`config.mk`:
```
export PLATFORM = sky130hd
export DESIGN_NAME = multiword_add_sequencer_flat
export DESIGN_NICKNAME = d
export VERILOG_FILES = /design/src/rtl/adder_pkg.sv /design/src/rtl/multiword_add_sequencer_if.sv /design/src/rtl/multiword_add_sequencer.sv /design/src/flat_wrapper.sv
export SDC_FILE = /design/constraint.sdc
export NUM_CORES = 1
export LEC_CHECK = 0
export BUFFER_PORTS_ARGS = -buffer_cell sky130_fd_sc_hd__buf_2
export CORE_MARGIN = 2
export CORE_UTILIZATION = 56
export DETAILED_ROUTE_END_ITERATION = 16
export PLACE_DENSITY = 0.95
export SLEW_MARGIN = 10
export SYNTH_ARGS = -nofsm -noshare
export SYNTH_HDL_FRONTEND = slang
export SYNTH_SLANG_ARGS = --single-unit
```
`constraint.sdc`:
```
create_clock -name clk -period 5.4 [get_ports clk]
set_input_delay 0.54 -clock clk [delete_from_list [all_inputs] [get_ports clk]]
set_output_delay 0.54 -clock clk [all_outputs]
set_load 0.05 [all_outputs]
```
`src/rtl/adder_pkg.sv`:
```
// Shared types and constants for the multi-word add sequencer and its adder slice.
package adder_pkg;
  typedef enum logic [1:0] {IDLE, RUN, DONE} seq_state_e;

  localparam int DEFAULT_WIDTH = 16;
  localparam int DEFAULT_WORDS = 4;

  localparam logic OP_ADD = 1'b0;
  localparam logic OP_SUB = 1'b1;
endpackage

```
`src/rtl/multiword_add_sequencer_if.sv`:
```
// Request/result handshake bundle of the multi-word add sequencer.
interface multiword_add_sequencer_if #(
  parameter int WIDTH = adder_pkg::DEFAULT_WIDTH,
  parameter int WORDS = adder_pkg::DEFAULT_WORDS
);
  logic                     in_valid;
  logic                     in_ready;
  logic [WIDTH*WORDS-1:0]   in_a;
  logic [WIDTH*WORDS-1:0]   in_b;
  logic                     in_cin;
  logic                     in_sub;
  logic                     out_valid;
  logic                     out_ready;
  logic [WIDTH*WORDS-1:0]   out_sum;
  logic                     out_cout;
  logic                     out_overflow;

  // Requester / result consumer side.
  modport master (
    output in_valid, in_a, in_b, in_cin, in_sub, out_ready,
    input  in_ready, out_valid, out_sum, out_cout, out_overflow
  );

  // Sequencer side.
  modport slave (
    input  in_valid, in_a, in_b, in_cin, in_sub, out_ready,
    output in_ready, out_valid, out_sum, out_cout, out_overflow
  );
endinterface

```
`src/rtl/multiword_add_sequencer.sv`:
```
// Steps an external WIDTH-bit adder slice LSB-first across WORDS slices,
// chaining carries, to add or subtract WIDTH*WORDS-bit operands.
module multiword_add_sequencer
  import adder_pkg::*;
#(
  parameter int WIDTH = DEFAULT_WIDTH,
  parameter int WORDS = DEFAULT_WORDS
) (
  input  logic                 clk,
  input  logic                 rst_n,
  multiword_add_sequencer_if.slave io,
  output logic [WIDTH-1:0]     add_a,
  output logic [WIDTH-1:0]     add_b,
  output logic                 add_cin,
  input  logic [WIDTH-1:0]     add_sum,
  input  logic                 add_cout,
  input  logic                 add_overflow
);
  localparam int TOTAL = WIDTH * WORDS;
  localparam int IDX_W = (WORDS > 1) ? $clog2(WORDS) : 1;
  localparam logic [IDX_W-1:0] LAST = IDX_W'(WORDS - 1);

  seq_state_e        state_q, state_d;
  logic [TOTAL-1:0]  a_q, a_d;
  logic [TOTAL-1:0]  b_q, b_d;
  logic [TOTAL-1:0]  sum_q, sum_d;
  logic [IDX_W-1:0]  idx_q, idx_d;
  logic              carry_q, carry_d;
  logic              cout_q, cout_d;
  logic              ovf_q, ovf_d;
  logic              in_ready_q, in_ready_d;
  logic              out_valid_q, out_valid_d;

  always_comb begin
    state_d = state_q;
    a_d     = a_q;
    b_d     = b_q;
    sum_d   = sum_q;
    idx_d   = idx_q;
    carry_d = carry_q;
    cout_d  = cout_q;
    ovf_d   = ovf_q;
    add_a   = '0;
    add_b   = '0;
    add_cin = 1'b0;

    case (state_q)
      IDLE: begin
        if (io.in_valid) begin
          a_d     = io.in_a;
          // Subtract as A + ~B + 1; the +1 enters through the first carry.
          b_d     = (io.in_sub == OP_SUB) ? ~io.in_b : io.in_b;
          carry_d = (io.in_sub == OP_SUB) ? 1'b1 : io.in_cin;
          idx_d   = '0;
          state_d = RUN;
        end
      end
      RUN: begin
        add_a   = a_q[int'(idx_q)*WIDTH +: WIDTH];
        add_b   = b_q[int'(idx_q)*WIDTH +: WIDTH];
        add_cin = carry_q;
        sum_d[int'(idx_q)*WIDTH +: WIDTH] = add_sum;
        carry_d = add_cout;
        if (idx_q == LAST) begin
          cout_d  = add_cout;
          ovf_d   = add_overflow;
          state_d = DONE;
        end else begin
          idx_d = idx_q + 1'b1;
        end
      end
      DONE: begin
        if (io.out_ready) state_d = IDLE;
      end
      default: state_d = IDLE;
    endcase

    in_ready_d  = (state_d == IDLE);
    out_valid_d = (state_d == DONE);
  end

  always_ff @(posedge clk) begin
    if (!rst_n) begin
      state_q     <= IDLE;
      a_q         <= '0;
      b_q         <= '0;
      sum_q       <= '0;
      idx_q       <= '0;
      carry_q     <= 1'b0;
      cout_q      <= 1'b0;
      ovf_q       <= 1'b0;
      in_ready_q  <= 1'b1;
      out_valid_q <= 1'b0;
    end else begin
      state_q     <= state_d;
      a_q         <= a_d;
      b_q         <= b_d;
      sum_q       <= sum_d;
      idx_q       <= idx_d;
      carry_q     <= carry_d;
      cout_q      <= cout_d;
      ovf_q       <= ovf_d;
      in_ready_q  <= in_ready_d;
      out_valid_q <= out_valid_d;
    end
  end

  assign io.in_ready     = in_ready_q;
  assign io.out_valid    = out_valid_q;
  assign io.out_sum      = sum_q;
  assign io.out_cout     = cout_q;
  assign io.out_overflow = ovf_q;
endmodule

```
`src/flat_wrapper.sv`:
```
// flat-port wrapper written by rule: the top's interface ports become plain ports
module multiword_add_sequencer_flat import adder_pkg::*;
#(
  parameter int WIDTH = DEFAULT_WIDTH,
  parameter int WORDS = DEFAULT_WORDS
)
  (clk, rst_n, add_a, add_b, add_cin, add_sum, add_cout, add_overflow, io_in_valid, io_in_a, io_in_b, io_in_cin, io_in_sub, io_out_ready, io_in_ready, io_out_valid, io_out_sum, io_out_cout, io_out_overflow);
  multiword_add_sequencer_if #(.WIDTH(WIDTH), .WORDS(WORDS)) io_i ();
  input  logic clk;
  input  logic rst_n;
  output logic [WIDTH-1:0] add_a;
  output logic [WIDTH-1:0] add_b;
  output logic add_cin;
  input  logic [WIDTH-1:0] add_sum;
  input  logic add_cout;
  input  logic add_overflow;
  input wire logic [$bits(io_i.in_valid)-1:0] io_in_valid;
  input wire logic [$bits(io_i.in_a)-1:0] io_in_a;
  input wire logic [$bits(io_i.in_b)-1:0] io_in_b;
  input wire logic [$bits(io_i.in_cin)-1:0] io_in_cin;
  input wire logic [$bits(io_i.in_sub)-1:0] io_in_sub;
  input wire logic [$bits(io_i.out_ready)-1:0] io_out_ready;
  output wire logic [$bits(io_i.in_ready)-1:0] io_in_ready;
  output wire logic [$bits(io_i.out_valid)-1:0] io_out_valid;
  output wire logic [$bits(io_i.out_sum)-1:0] io_out_sum;
  output wire logic [$bits(io_i.out_cout)-1:0] io_out_cout;
  output wire logic [$bits(io_i.out_overflow)-1:0] io_out_overflow;
  assign io_i.in_valid = io_in_valid;
  assign io_i.in_a = io_in_a;
  assign io_i.in_b = io_in_b;
  assign io_i.in_cin = io_in_cin;
  assign io_i.in_sub = io_in_sub;
  assign io_i.out_ready = io_out_ready;
  assign io_in_ready = io_i.in_ready;
  assign io_out_valid = io_i.out_valid;
  assign io_out_sum = io_i.out_sum;
  assign io_out_cout = io_i.out_cout;
  assign io_out_overflow = io_i.out_overflow;
  multiword_add_sequencer #(.WIDTH(WIDTH), .WORDS(WORDS)) u_core (.clk(clk), .rst_n(rst_n), .io(io_i), .add_a(add_a), .add_b(add_b), .add_cin(add_cin), .add_sum(add_sum), .add_cout(add_cout), .add_overflow(add_overflow));
endmodule
```
==> metrics, run 1 <==
outcome=complete, no violations; initial core utilization=0.5753; Final Core Density=0.6965; post-synthesis cell type count=40; GP Congestion=0.8752; sequential power share=0.470; Mean Syn Cell Area=10.46 um^2; vias per cell=5.625; Layout Skew=0.01063 ns; CORE AREA=15260 um^2; Final period util=0.6063; WP data arrival=2.73 ns; most common cell after layout, fill and taps aside=buf_2; Post-synth EDFFs=0; Core Rows=45; FF-to-FF setup slack=2.25 ns; CP endpoint kind=output port; vias=7121; vias in the first global route=6763; Min-Delay Path Depth=3; final setup violation count=0; Area Overhead vs Synth=21.07%; share of the synthesized area in the top cell type=0.4584; R2R depth=6; Comb power frac=0.142; clock sink count=201; area leader, netlist=dfxtp_1; drt wl/cell=17.63 um; Max Cap Violations=0; mapped cell area=8778 um^2; post-CTS setup repair buffer count=0; port buffer count=252; GRT Resource Usage Total=0.2585; Synth Flop Type=dfxtp_1; largest net degree at the start of global routing=193; post-route minimum period=3.274 ns; first-iteration detailed-routing DRC count=459; Fin. Hold Viols=0; WHS Endpoint=u_core.a_q[59]; DRT Wirelength=22320 um; Power, Total=3.471 mW; layout cells sized above 1=0.3194; Total Neg Setup Slack=0 ns; Max Fanout on Critical Path=21; FF+latch area=4026 um^2; diode count=0; Clock Latency Late Sink=0.49 ns; CP Launch Type=register; top post-synthesis cells by area=dfxtp_1, nand2_1, mux4_2, o211a_1, xnor2_1; Power Dens Cells=326.6 nW/um^2; Die X=129.2 um; Max rail drop VDD=0.2155 mV; Req. time, crit path=4.86 ns; critical path class=register to output port; clock transition at the registers of the reported paths=0.06 ns; Fmax=0.3054 GHz; switch share=0.2577; Leak=5.072 nW; Final #Nets=1201; Root Driver=clkbuf_16; cells after synthesis=839; Critical R2R Capture=u_core.io.out_sum[26]; TritonCTS Buffers=21; Worst slew margin=0.2516; Reg2Reg Launch Point=u_core.idx_q[0]; CTS tree=built; Net Switching=894.6 uW; Async S/R FF share, synth=0; Post-Syn Nets=997; commonest cells after routing, fill and taps aside=buf_2, dfxtp_1, nand2_1; Post-CTS Hold Fix Bufs=0; first-pass GRT wire length=34630 um; Int Pwr=2.576 mW; filler cell count=1095; post-DP HPWL=15340 um; clk buf depth=3; Die Ht=129.2 um; RSZ-0062 raised after global routing=no; gr ovfl total=0; io pins=253; die area=16690 um^2; worst hold path type=primary input to register; H-tree depth=1; Max Transition Viols Final=0; Multi-input gate area=4368 um^2; post-CTS sizing=0; Clock Power Share=0.388; part of the Yosys area used for sequential elements=0.4584; Detail Route Antenna Nets=0; Remaining DRCs=0; initial antenna violation count=0; synthesized flop and latch total=201; worst-margin pin slew=1.123 ns; Hold Crit Start=io_in_a[59]; DR pass1 iterations=7; Ys Warns=0
==> routing by layer <==
metal | vias to the layer above | global-route usage | wire (um)
met3 | 54 | 0.04253 | 1631
met1 | 3380 | 0.3361 | 9364
met2 | 325 | 0.4328 | 10550
met5 | - | 0 | 0
li1 | 3362 | - | -
met4 | 0 | 0.1010 | 776
==> sequential cells by signal, indices dropped and copies added, names as in the netlist <==
name,cells
u_core.io.in_ready,1
u_core.idx_q,2
u_core.io.out_valid,1
u_core.io.out_sum,64
u_core.state_q,2
u_core.io.out_cout,1
u_core.a_q,64
u_core.carry_q,1
u_core.io.out_overflow,1
u_core.b_q,64
==> worst max-delay path: stages (launching register included) <==
cell and delay [ns]:
dfxtp_1 0.66, nor2b_2 0.75, buf_4 0.37, and2_1 0.18, buf_2 0.27
==> area by class of cell <==
cell class,count,share of cell area
Clock buffer,32,0.05898
Tap cell,211,0.02484
Inverter,4,0.001413
Timing Repair Buffer,256,0.1231
Clock inverter,3,0.001766
Sequential cell,201,0.3789
Multi-Input combinational cell,559,0.4110
==> cells in the mapped netlist, types with 8 or more instances <==
cell      instances
dfxtp_1         201
nand2_1         196
o211a_1          64
xnor2_1          64
a21boi_0         55
buf_2            37
and2_1           33
a32o_1           32
mux4_2           32
a22o_1           30
clkbuf_1         26
a21boi_1         11
buf_4             8
==> power groups by stage <==
stage | registers (mW) | logic, mW | clock network, mW
floorplan | 1.66 | 0.346 | 0
global placement | 1.66 | 0.479 | 0
detailed placement | 1.66 | 0.492 | 0
CTS | 1.63 | 0.495 | 1.37
global route | 1.64 | 0.536 | 1.43
finish | 1.63 | 0.494 | 1.35
==> worst max-delay path by stage <==
stage                            startpoint               endpoint  slack [ns]
final                     u_core.state_q[0]               add_b[5]        2.13
after detailed placement    u_core.idx_q[0]  u_core.io.out_sum[19]        2.25
after global routing        u_core.idx_q[0]  u_core.io.out_sum[18]        1.93
after global placement      u_core.idx_q[0]  u_core.io.out_sum[30]        2.40
after CTS                   u_core.idx_q[0]               add_b[0]        2.09
after floorplan             u_core.idx_q[1]  u_core.io.out_sum[16]        3.23
==> through the flow <==
| stage | instances | worst slack [ns] | hold slack (ns) | instance area, um^2 |
|---|---|---|---|---|
| 5_1_grt | 1266 | 1.926 | 0.2866 | 10630 |
| 2_1_floorplan | 839 | 3.231 | 0.4319 | 8778 |
| 3_3_place_gp | 1231 | 2.397 | 0.4384 | 9982 |
| 3_5_place_dp | 1231 | 2.245 | 0.4456 | 9982 |
| 4_1_cts | 1266 | 2.089 | 0.2701 | 10630 |
| 6_report | 1266 | 2.126 | 0.2868 | 10630 |
==> logic make-up (layout without fill, tap and decap cells) <==
logic type / after synthesis / after routing / synth area share
adder cells (fa/ha/maj): 6 / 6 / 0.008552
XOR/XNOR: 64 / 64 / 0.06385
AND/OR/NAND/NOR: 254 / 254 / 0.1363
buffers and inverters: 79 / 295 / 0.04504
multiplexers: 32 / 32 / 0.08210
flip-flops: 201 / 201 / 0.4584
AO/OA/AOI/OAI: 203 / 203 / 0.2058
Note: power is estimated with default switching activity, not from simulation.
==> run 2: changes to the inputs <==
Settings changed: ABC_AREA set to 1, CORE_UTILIZATION 56 to 53, PLACE_DENSITY 0.95 to 0.91.
Clock period 5.4 ns to 3.4 ns, I/O delays scaled along.
==> metrics, run 2 <==
post-CTS sizing=0 (unchanged); Req. time, crit path=3.06 ns (-1.80 ns); outcome=complete, no violations; drt wl/cell=14.29 um (-19%); DR pass1 iterations=7 (unchanged); Post-synth EDFFs=0 (unchanged); most frequent cell after synthesis=nor2_1; clock transition at the registers of the reported paths=0.06 ns (about the same); Layout Skew=0.01325 ns (+0.002623 ns); io pins=253 (unchanged); share of the synthesized area in the top cell type=0.4148 (-0.04363); Max Transition Viols Final=0 (unchanged); GP Congestion=0.9011 (+3.0%); die area=19400 um^2 (+16%); Total Neg Setup Slack=0 ns (unchanged); clk buf depth=3 (unchanged); post-route minimum period=2.790 ns; cell breakdown of the critical path=inv_2, buf_4, o21ai_0, a21oi_1, buf_2; Power Dens Cells=530.9 nW/um^2 (+63%); CORE AREA=17960 um^2 (+18%); DRT Wirelength=27260 um (+22%); Final #Nets=1818 (+51%); worst-margin pin slew=0.9716 ns (-0.1510 ns); vias in the first global route=8985 (+33%); gr ovfl total=0 (unchanged); most common cell after layout, fill and taps aside=nor2_1; first-iteration detailed-routing DRC count=834 (+82%); Area Overhead vs Synth=18.53%; Max rail drop VDD=0.3740 mV (+74%); CP Launch Type=register; part of the Yosys area used for sequential elements=0.4148 (-0.04363); WP data arrival=2.45 ns (-0.28 ns); post-synthesis cell type count=23 (-43%); Detail Route Antenna Nets=0 (unchanged); Synth top cells by count=nor2_1, nand2_1, dfxtp_1; Remaining DRCs=0 (unchanged); port buffer count=252 (unchanged); post-CTS setup repair buffer count=0 (unchanged); Max Cap Violations=0 (unchanged); cells after synthesis=1473 (+76%); Post-Syn Nets=1631 (+64%); fin cells=1907 (+51%); area share of fa/ha/maj cells after synthesis=0.007738 (-0.0008139); Fmax=0.3584 GHz; vias per cell=5.190 (-7.7%); Ys Warns=0 (unchanged); Post-DP Area=10790 um^2 (+8.1%); GRT Resource Usage Total=0.2678 (+0.009298); Root Driver=clkbuf_16; CTS tree=built; post-DP HPWL=18330 um (+19%); critical path class=register to output port; max incr delay on CP=0.40 ns (-0.35 ns); area leader, netlist=dfxtp_1; Die X=139.3 um (+7.8%); TritonCTS Buffers=22 (+4.8%); Async S/R FF share, synth=0 (unchanged); layout cells sized above 1=0.1835 (-0.1359); Max Fanout on Critical Path=33 (+57%); initial core utilization=0.5401 (-0.03523); Slowest cell on crit path=inv_2; post-route cell area=11500 um^2 (+8.2%); placed insts=1865 (+52%); Synth Area in XOR/XNOR=0.05778 (-0.006077); Post-CTS Hold Fix Bufs=0 (unchanged); Core Rows=49 (+8.9%); critical path buffer and inverter count=3 (+1); worst hold path type=primary input to register; commonest cells after routing, fill and taps aside=nor2_1, nand2_1, buf_2; CP endpoint kind=output port; Clock Latency Late Sink=0.50 ns (about the same); simple-gate area share of the yosys netlist=0.3263 (+0.1900); largest family of logic cells by synthesized area=simple AND/OR/NAND/NOR gates; H-tree depth=1 (unchanged); synthesized flop and latch total=201 (unchanged); Die Ht=139.3 um (+7.8%); top post-synthesis cells by area=dfxtp_1, nor2_1, nand2_1, o21ai_0, xnor2_1; Leak=5.544 nW (+9.3%); final setup violation count=0 (unchanged); mapped cell area=9702 um^2 (+11%); Final period util=0.8206; first-pass GRT wire length=43350 um (+25%); RSZ-0062 raised after global routing=no; largest net degree at the start of global routing=104 (-46%); Mean Syn Cell Area=6.586 um^2 (-37%); clock sink count=201 (unchanged); post-synthesis compound-gate area fraction=0.1037 (-0.1021); initial antenna violation count=6 (+6); Worst slew margin=0.3523 (+0.1007); mux cell area share after synthesis=0 (-0.08210); Synth Flop Type=dfxtp_1; CP top delay family=buffers and inverters; vias=9897 (+39%); Fin. Hold Viols=0 (unchanged)
[run 2: worst paths after layout]
kind                                       from                endpoint  slack (ns)  cells after the start
worst min register to register   u_core.a_q[29]          u_core.a_q[29]        0.45                      2
worst max-delay path            u_core.idx_q[0]                add_b[2]        0.61                      5
worst max register to register  u_core.idx_q[0]   u_core.io.out_sum[25]        0.77                      7
worst min-delay path               add_overflow  u_core.io.out_overflow        0.07                      3
[run 2: kinds of logic after synthesis]
family / count (synthesis)
AO/OA/AOI/OAI: 201
XOR/XNOR: 64
adder cells (fa/ha/maj): 6
buffers and inverters: 180
flip-flops: 201
AND/OR/NAND/NOR: 821
[run 2: stage by stage]
step                hold WS, ns    util  worst slack (ns)  power, mW
global route            0.08281  0.6402            0.4920      6.383
detailed placement       0.4467  0.6007            0.8260      3.818
CTS                     0.06079  0.6395            0.5987      6.121
floorplan                0.4287       -             1.237      3.526
finish                  0.07310  0.6402            0.6099      6.105
global placement         0.4403  0.6007            0.8886      3.790
[run 2: cell type report]
class / instances / area [um^2]
fillers: 1532 / 6464
well taps: 229 / 286.5
clock inverters: 7 / 65.06
clock buffers: 30 / 631.9
repair buffers: 261 / 1359
inverters: 82 / 310.3
diodes: 5 / 12.51
flip-flops and latches: 201 / 4028
multi-input cells: 1092 / 4807
[run 2: power by group]
part | switching, mW | internal [mW] | total, mW | leakage [nW]
Clock | 0.946 | 1.37 | 2.32 | 0.340
Sequential | 0.0824 | 2.52 | 2.60 | 1.65
Combinational | 0.821 | 0.369 | 1.19 | 3.55
Total | 1.85 | 4.26 | 6.11 | 5.54
[run 2: worst min-delay path, cell delays in order]
cell	delay, ns
buf_2	0.08
nor2_1	0.03
nor2_1	0.08
[run 2: routing by layer]
metal,up-vias,global-route usage,share of wire
li1,4886,-,-
met5,-,0,0.00048
met2,499,0.4453,0.48
met3,82,0.04646,0.086
met4,2,0.1207,0.040
met1,4428,0.3415,0.40
